**src/rtl/norm_share_pkg.sv**
```systemverilog
// norm_share_pkg
//   Shared configuration for the norm_share slice: default operand widths,
//   FSM state encodings and a small helper used by the arbiter.
//   Optional feature macro: NORM_SHARE_RR_EN (round-robin arbitration).
package norm_share_pkg;

  localparam int SIZE_MANTIS_DEF = 26;
  localparam int SIZE_EXP_DEF    = 8;

  // FSM state encodings
  localparam logic [1:0] ST_IDLE = 2'd0;
  localparam logic [1:0] ST_BUSY = 2'd1;
  localparam logic [1:0] ST_DONE = 2'd2;

  // Requester index chosen when both are valid. last_id is the requester
  // granted on the previous handshake; rr selects round-robin behaviour.
  function automatic logic pick_on_tie(input logic last_id, input logic rr);
    return rr ? ~last_id : 1'b0;
  endfunction

endpackage

```
**src/rtl/norm_share_normalize.sv**
```systemverilog
// norm_share_normalize
//   Combinational normalizer. Shifts the mantissa left by its leading-zero
//   count, limited so the exponent never goes below zero.
// Ports:
//   mantis      in   SIZE_MANTIS  unnormalized mantissa
//   exp         in   SIZE_EXP     unnormalized exponent
//   norm_mantis out  SIZE_MANTIS  normalized mantissa
//   norm_exp    out  SIZE_EXP     normalized exponent
module norm_share_normalize
  import norm_share_pkg::*;
#(
  parameter int SIZE_MANTIS = SIZE_MANTIS_DEF,
  parameter int SIZE_EXP    = SIZE_EXP_DEF
) (
  input  logic [SIZE_MANTIS-1:0] mantis,
  input  logic [SIZE_EXP-1:0]    exp,
  output logic [SIZE_MANTIS-1:0] norm_mantis,
  output logic [SIZE_EXP-1:0]    norm_exp
);

  logic [31:0] lz;

  // Scan upward so the highest set bit determines the count; an all-zero
  // mantissa leaves lz at 0 and therefore passes through unchanged.
  always_comb begin
    lz = 32'd0;
    for (int i = 0; i < SIZE_MANTIS; i++) begin
      if (mantis[i]) lz = 32'(SIZE_MANTIS - 1 - i);
    end
  end

  always_comb begin
    norm_mantis = mantis;
    norm_exp    = exp;
    if (32'(exp) >= lz) begin
      norm_mantis = mantis << lz;
      norm_exp    = exp - SIZE_EXP'(lz);
    end else begin
      // Exponent underflow: shift only as far as the exponent allows.
      norm_mantis = mantis << exp;
      norm_exp    = '0;
    end
  end

endmodule

```
**src/rtl/norm_share.sv**
```systemverilog
// norm_share
//   Two requesters share one normalizer. An arbiter grants one operand,
//   the FSM (IDLE -> BUSY -> DONE) latches it, registers the normalized
//   result and holds it until the consumer takes it.
//   Optional feature macro: NORM_SHARE_RR_EN -- round-robin arbitration on
//   simultaneous requests; otherwise req0 has fixed priority.
// Ports:
//   clk, rst                    clock, synchronous active-high reset
//   req{0,1}_valid/ready        requester handshake (ready combinational)
//   req{0,1}_exp/mantis         requester operand
//   out_valid/out_ready         result handshake
//   out_exp/out_mantis/out_id   registered result and source requester
//
// state | meaning
// IDLE  | waiting for a requester; ready offered to the granted one
// BUSY  | operand latched; result registered on the next edge
// DONE  | result held; may accept a new operand in the take cycle
module norm_share
  import norm_share_pkg::*;
#(
  parameter int SIZE_MANTIS = SIZE_MANTIS_DEF,
  parameter int SIZE_EXP    = SIZE_EXP_DEF
) (
  input  logic                   clk,
  input  logic                   rst,
  input  logic                   req0_valid,
  output logic                   req0_ready,
  input  logic [SIZE_EXP-1:0]    req0_exp,
  input  logic [SIZE_MANTIS-1:0] req0_mantis,
  input  logic                   req1_valid,
  output logic                   req1_ready,
  input  logic [SIZE_EXP-1:0]    req1_exp,
  input  logic [SIZE_MANTIS-1:0] req1_mantis,
  output logic                   out_valid,
  input  logic                   out_ready,
  output logic [SIZE_EXP-1:0]    out_exp,
  output logic [SIZE_MANTIS-1:0] out_mantis,
  output logic                   out_id
);

  logic [1:0]             state;
  logic [SIZE_EXP-1:0]    lat_exp;
  logic [SIZE_MANTIS-1:0] lat_mantis;
  logic                   lat_id;
  logic [SIZE_EXP-1:0]    norm_exp;
  logic [SIZE_MANTIS-1:0] norm_mantis;
  logic                   can_take;
  logic                   grant0;
  logic                   grant1;
  logic                   tie_pick;
  logic                   hs;

`ifdef NORM_SHARE_RR_EN
  logic last_id;

  // Reset to 1 so the first tie goes to req0.
  always_ff @(posedge clk) begin
    if (rst)     last_id <= 1'b1;
    else if (hs) last_id <= grant1;
  end

  assign tie_pick = pick_on_tie(last_id, 1'b1);
`else
  assign tie_pick = pick_on_tie(1'b0, 1'b0);
`endif

  assign can_take = !rst && ((state == ST_IDLE) || ((state == ST_DONE) && out_ready));

  always_comb begin
    grant0 = 1'b0;
    grant1 = 1'b0;
    if (req0_valid && req1_valid) begin
      grant0 = !tie_pick;
      grant1 = tie_pick;
    end else begin
      grant0 = req0_valid;
      grant1 = req1_valid;
    end
  end

  assign req0_ready = can_take && grant0;
  assign req1_ready = can_take && grant1;
  assign hs         = req0_ready || req1_ready;

  always_ff @(posedge clk) begin
    if (rst) begin
      lat_exp    <= '0;
      lat_mantis <= '0;
      lat_id     <= 1'b0;
    end else if (hs) begin
      lat_exp    <= grant1 ? req1_exp    : req0_exp;
      lat_mantis <= grant1 ? req1_mantis : req0_mantis;
      lat_id     <= grant1;
    end
  end

  norm_share_normalize #(
    .SIZE_MANTIS(SIZE_MANTIS),
    .SIZE_EXP   (SIZE_EXP)
  ) u_normalize (
    .mantis     (lat_mantis),
    .exp        (lat_exp),
    .norm_mantis(norm_mantis),
    .norm_exp   (norm_exp)
  );

  always_ff @(posedge clk) begin
    if (rst) begin
      state      <= ST_IDLE;
      out_valid  <= 1'b0;
      out_exp    <= '0;
      out_mantis <= '0;
      out_id     <= 1'b0;
    end else begin
      case (state)
        ST_IDLE: begin
          if (hs) state <= ST_BUSY;
        end
        ST_BUSY: begin
          out_exp    <= norm_exp;
          out_mantis <= norm_mantis;
          out_id     <= lat_id;
          out_valid  <= 1'b1;
          state      <= ST_DONE;
        end
        ST_DONE: begin
          if (out_ready) begin
            out_valid <= 1'b0;
            state     <= hs ? ST_BUSY : ST_IDLE;
          end
        end
        default: begin
          state     <= ST_IDLE;
          out_valid <= 1'b0;
        end
      endcase
    end
  end

endmodule

```
**config.mk**
```make
export PLATFORM = sky130hd
export DESIGN_NAME = norm_share
export DESIGN_NICKNAME = d
export VERILOG_FILES = /design/src/rtl/norm_share_pkg.sv /design/src/rtl/norm_share_normalize.sv /design/src/rtl/norm_share.sv
export SDC_FILE = /design/constraint.sdc
export NUM_CORES = 1
export LEC_CHECK = 0
export ABC_AREA = 1
export CORE_ASPECT_RATIO = 2
export CORE_UTILIZATION = 27
export CTS_BUF_LIST = sky130_fd_sc_hd__clkbuf_4
export CTS_CLUSTER_DIAMETER = 80
export CTS_CLUSTER_SIZE = 40
export DETAILED_ROUTE_END_ITERATION = 16
export GPL_TIMING_DRIVEN = 1
export PLACE_DENSITY = 0.58
export SLEW_MARGIN = 30
export SYNTH_ARGS = -nofsm -noshare
export SYNTH_HDL_FRONTEND = slang
export SYNTH_SLANG_ARGS = --single-unit
```
**constraint.sdc**
```tcl
create_clock -name clk -period 3.8 [get_ports clk]
set_input_delay 0.76 -clock clk [delete_from_list [all_inputs] [get_ports clk]]
set_output_delay 0.76 -clock clk [all_outputs]
set_load 0.01 [all_outputs]
```
; ---- Word level (Yosys, flattened, before mapping)
; Cells that the tools add are included.
[op_classes]
n_addsub = 1
mul = 0
div = 0
n_lt_le_gt_ge = 1
eq_ne = 4
n_shift = 2
n_mux = 38
bitwise = 1
n_reduce_logical = 11
[ops]
columns = operator, n
row1 = two-way mux 5 bit, 26
row2 = two-way mux 26 bit, 2
row3 = left shift 26 x 5 -> 26 bit, 1
row4 = left shift 26 x 8 -> 26 bit, 1
row5 = two-way mux 8 bit, 2
row6 = greater-or-equal comparator 8 x 5 -> 1 bit, 1
row7 = subtractor 8 x 5 -> 8 bit, 1
row8 = one-hot mux 2 bit (3 select lines), 1
row9 = logical AND 1 bit, 5
row10 = two-way mux 1 bit, 4
row11 = two-way mux 2 bit, 2
row12 = "!= test 2 bit, second input constant", 2
row13 = AND reduction 2 bit, 2
row14 = one-hot mux 1 bit (3 select lines), 1
row15 = "equality test 2 x 1 -> 1 bit, second input constant", 1
row16 = "equality test 2 bit, second input constant", 1
row17 = zero test 2 bit, 1
row18 = logical OR 1 bit, 2
row19 = zero test 1 bit, 1
row20 = NOT 1 bit, 1
[totals]
ff_bits = 73
latchBits = 0
mem_bits_rw = 0
rom_bits = 0
inputBits = 73
out_inout_bits = 38
n_memories = 0

; ---- Depth between registers and ports, before layout
[depth]
ltp_word = 28
depth_mapped = 47
mapped_depth_nobuf = 47

; ---- Cells and area by module
; From an unflattened synthesis, not the netlist that was laid out.
[unflattened]
cells_unflattened = 933
area_unflattened_um2 = 5499.0
[modules_own_cells]
columns = module, instances, cells_each, area_each_um2, seq_area_each_um2
row1 = norm_share, 1, 501, 3458.3, 1461.4
row2 = norm_share_normalize, 1, 432, 2040.7, 0.0

; ---- Worst setup path before layout
; No wires, ideal clock.
[synth_path]
path_kind = register to register
startpoint = register lat_mantis[1]
endpoint = register out_mantis[14]
t_arrival_ns = 3.991
required_ns = 3.662
setup_slack_ns = -0.329
stages_incl_launch_ff = 44
path_buffers = 1
synth_period_minus_slack_ns = 4.129
path_cell_list = dfxtp_1 inv_2 nand2_1 nand2_1 nand2_1 nand2_1 nand2_1 nand2_1 nand2_1 nand2_1 nand2_1 nand2_1 nand2_1 nand2_1 nand2_1 nand2_1 nand2_1 nand2_1 [8 not listed] ha_1 inv_1 fa_1 nand3_1 nand2_1 nand2_1 nand2_1 nor3_2 clkinv_1 o21ai_2 inv_2 buf_2 nand3_1 nand2_1 nand2_1 nand2_1 o211ai_1 a21oi_1
[synth_between]
elab_chain_len = 27
[synth_lines]
columns = element, line_no
row1 = start: declaration, norm_share.sv:43  ; logic [SIZE_MANTIS-1:0] lat_mantis;
row2 = start signal: assignment, norm_share.sv:92  ; lat_mantis <= grant1 ? req1_mantis : req0_mantis;
row3 = two-way mux 5 bit (25 in a row), norm_share_normalize.sv:28  ; if (mantis[i]) lz = 32'(SIZE_MANTIS - 1 - i);
row4 = greater-or-equal comparator 8 x 5 -> 1 bit / left shift 26 x 5 -> 26 bit (equally long branches), "norm_share_normalize.sv:35, norm_share_normalize.sv:36"
row5 = two-way mux 26 bit *, norm_share_normalize.sv:35  ; if (32'(exp) >= lz) begin
row6 = end signal: assignment, norm_share.sv:121  ; out_mantis <= norm_mantis;
row7 = end: declaration, norm_share.sv:37  ; output logic [SIZE_MANTIS-1:0] out_mantis,
; Every way passes the cells marked *; elsewhere a longest branch is shown, timed or not.
; A chain may end at the register's enable or synchronous reset.

; ---- Worst setup path after layout
[layout_path]
startpoint = register lat_mantis[1]
endpoint = register out_mantis[22]
; The elaborated chain is that of the path after synthesis.

==> metrics.yaml <==
cts:
  clkTransAtPathRegs_ns: 0.11
  numCtsBuffers: 9
  cts-hold-fix-buffers: 0
  cts_buffer_depth: 2
  cts_max_level: 3
  cts_sinks: 73
  cts_tree: "built"
  clk_latency_ns: 0.46
  cts-root-buf: "clkbuf_4"
sta:
  setup_ws_ns: -0.370
  fin_tns_setup_ns: -8.03
  clock_skew_ns: 0.0117
  maxSlewHeadroom: 0.700
  post-route-period-util: 1.10
  worstMarginPinSlew_ns: 0.449
  fmax_mhz: 240
  rsz0062_at_grt: "yes"
  drv_slew: 0
  min_period_ns: 4.17
  whs_ns: 0.468
  final-setup-viol-count: 26
  hold_viol: 0
global_route:
  antenna_found_initial: 1
  grt_pass1_wl_mm: 27.2
  grt_pass1_vias: 5560
  grt_max_degree: 57
  grt_use_total: 0.196
  grt_overflow: 0
worst_hold_path:
  min_from: "out_mantis[9]"
  holdPathStages: 2
  holdCritPathClass: "flop to flop"
  min_to: "out_mantis[9]"
finish:
  area_growth_pct: 57.4
  design_area_um2: 7560
  final_common_cell: "nand2_1"
  final_nets: 1020
  final_cell_mix: "nand2_1, nand3_1, clkdlybuf4s50_1"
  drive_gt1_frac: 0.263
  nFillCells: 1894
synth:
  synth_fp_nets: 851
  synth_seq_cells: 73
  synth_cell_types: 38
  ys_seq_area_frac: 0.304
  postSynthCellCount: 772
  syn_area_um2: 4800
  yosys_warnings: 0
  syn_avg_cell_area_um2: 6.22
drt:
  wire_per_inst_um: 15.2
  vias: 5811
  first_pass_iters: 4
  vias_per_cell: 5.03
  finalWirelength_mm: 17.5
  ant_nets: 0
  drc: 0
  drt_iter0_markers: 273
flow_run:
  maxCapViolations: 0
status:
  run_status: "finished with violations"
  violations: "negative setup slack"
worst_setup_path:
  critPathKind: "flop to flop"
  cp_slowest_stage_delay_ns: 0.37
  r2r_end: "out_mantis[22]"
  reg2reg_slack_ns: -0.37
  reg2reg_depth: 45
  path_common_cell: "nand2_1"
  required_ns: 4.19
  crit_slowest_cell: "fa_2"
  cp_max_fo: 7
  end_kind: "flop"
  arrival_ns: 4.56
  r2r_start: "lat_mantis[1]"
  critPathLaunchType: "flop"
die:
  rows: 68
  core_area_um2: 17400
  fp.dieH_um: 191
  start_util: 0.277
  die-area_um2: 18400
  io_pins: 111
  die_x_um: 96.3
pwr:
  power_density_nw_per_um2: 660
  ir_drop_uv: 246
  power_mw: 4.99
  p_leak_nw: 3.24
placed_design:
  port_buffers: 110
  gp_congestion: 0.909
  dp_hpwl_mm: 13.5
  placed_area_um2: 6690
-- logic make-up after synthesis --
kind of cell | after synthesis | synth area share
xor gates and xnor gates | 4 | 0.00729
adders and majority gates | 6 | 0.0172
buffers and inverters | 102 | 0.0857
AOI/OAI and AO/OA | 128 | 0.155
and+or+nand+nor | 459 | 0.431
DFF | 73 | 0.304
-- layer usage --
layer,track usage,vias to the layer above,part of all wire,wire [µm]
met5,0,-,0,0
met4,0.119,0,0.056,989
met3,0.0311,59,0.034,588
met2,0.371,171,0.56,9840
met1,0.190,2630,0.35,6110
li1,-,2951,-,-
-- sequential cells by signal, indices dropped and copies added (netlist names) --
signal      cells
out_exp         8
out_id          1
lat_exp         8
out_mantis     26
lat_mantis     26
state           2
lat_id          1
out_valid       1
-- power breakdown --
group | total (mW) | internal [mW] | switching, mW
Combinational | 3.63 | 1.58 | 2.05
Sequential | 0.948 | 0.874 | 0.0739
Clock | 0.407 | 0.131 | 0.275
Total | 4.99 | 2.59 | 2.40
-- critical path, delay by kind of cell (launching register included) --
family	cells	cell delay, ns
buf+inv	5	0.51
compound gates	2	0.23
flops	1	0.34
simple gates	36	2.44
fa+ha+maj	2	0.55
-- metrics by stage --
step,util,worst slack (ns),cells
2_1_floorplan,-,-0.0364,772
3_3_place_gp,0.386,-0.345,1121
3_5_place_dp,0.386,-0.357,1121
4_1_cts,0.409,-0.268,1149
5_1_grt,0.435,-0.873,1156
6_report,0.435,-0.370,1156
-- area by class of cell --
class / count / area, µm² / share of cell area
tap: 210 / 263 / 0.0348
clock inverter: 5 / 23.8 / 0.00315
multi-input combinational: 597 / 3430 / 0.454
sequential: 73 / 1460 / 0.194
timing repair buffer: 208 / 2090 / 0.277
clock buffer: 10 / 75.1 / 0.00993
inverter: 52 / 204 / 0.0270
antenna: 1 / 2.50 / 0.000331
-- synth_stat cells --
| library cell | instances | share of area |
|---|---|---|
| nand4_1 | 2 | 0.0026 |
| clkinv_1 | 3 | 0.0023 |
| nand2_2 | 9 | 0.012 |
| xor2_1 | 4 | 0.0073 |
| a31oi_1 | 35 | 0.046 |
| buf_2 | 5 | 0.0052 |
| a22oi_1 | 2 | 0.0031 |
| dfxtp_1 | 73 | 0.30 |
| fa_1 | 1 | 0.0042 |
| o21ai_2 | 1 | 0.0018 |
| a21oi_2 | 5 | 0.0091 |
| nor3_4 | 1 | 0.0034 |
| nor2_1 | 30 | 0.023 |
| nand2_4 | 1 | 0.0023 |
| nand3_4 | 1 | 0.0036 |
| inv_2 | 4 | 0.0031 |
| nand3_1 | 170 | 0.18 |
| clkbuf_1 | 41 | 0.032 |
| nor2_2 | 2 | 0.0026 |
| buf_6 | 3 | 0.0070 |
| nand3b_1 | 1 | 0.0016 |
| a21oi_1 | 35 | 0.036 |
| a311oi_1 | 1 | 0.0018 |
| nor4_1 | 1 | 0.0013 |
| inv_1 | 45 | 0.035 |
| nand2_1 | 228 | 0.18 |
| o21ai_1 | 1 | 0.0010 |
| nor3_2 | 1 | 0.0021 |
| nand3_2 | 7 | 0.015 |
| ha_1 | 5 | 0.013 |
| or2_0 | 1 | 0.0013 |
| o311ai_0 | 3 | 0.0055 |
| or2_2 | 2 | 0.0026 |
| o211ai_1 | 5 | 0.0078 |
| o21ai_0 | 39 | 0.041 |
| a221oi_1 | 1 | 0.0018 |
| buf_1 | 1 | 0.00078 |
| nor3_1 | 2 | 0.0021 |
-- how the worst max path moves through the flow --
stage                  startpoint        endpoint  slack, ns  depth (start not counted)
finish              lat_mantis[1]  out_mantis[22]      -0.37                         45
global route        lat_mantis[1]  out_mantis[14]      -0.87                         45
CTS                 lat_mantis[1]  out_mantis[19]      -0.27                         46
detailed placement  lat_mantis[1]  out_mantis[24]      -0.36                         45
global placement    lat_mantis[1]  out_mantis[22]      -0.34                         43
floorplan           lat_mantis[1]  out_mantis[14]      -0.04                         43
-- what timing repair did --
item | in CTS | in global routing
pin swaps | 14 | 31
setup endpoints to repair | 26 | 29
buffers inserted | 11 | 4
gates cloned | 2 | 3
resized for setup | 39 | 89
Power figures use the tool's default switching activity.
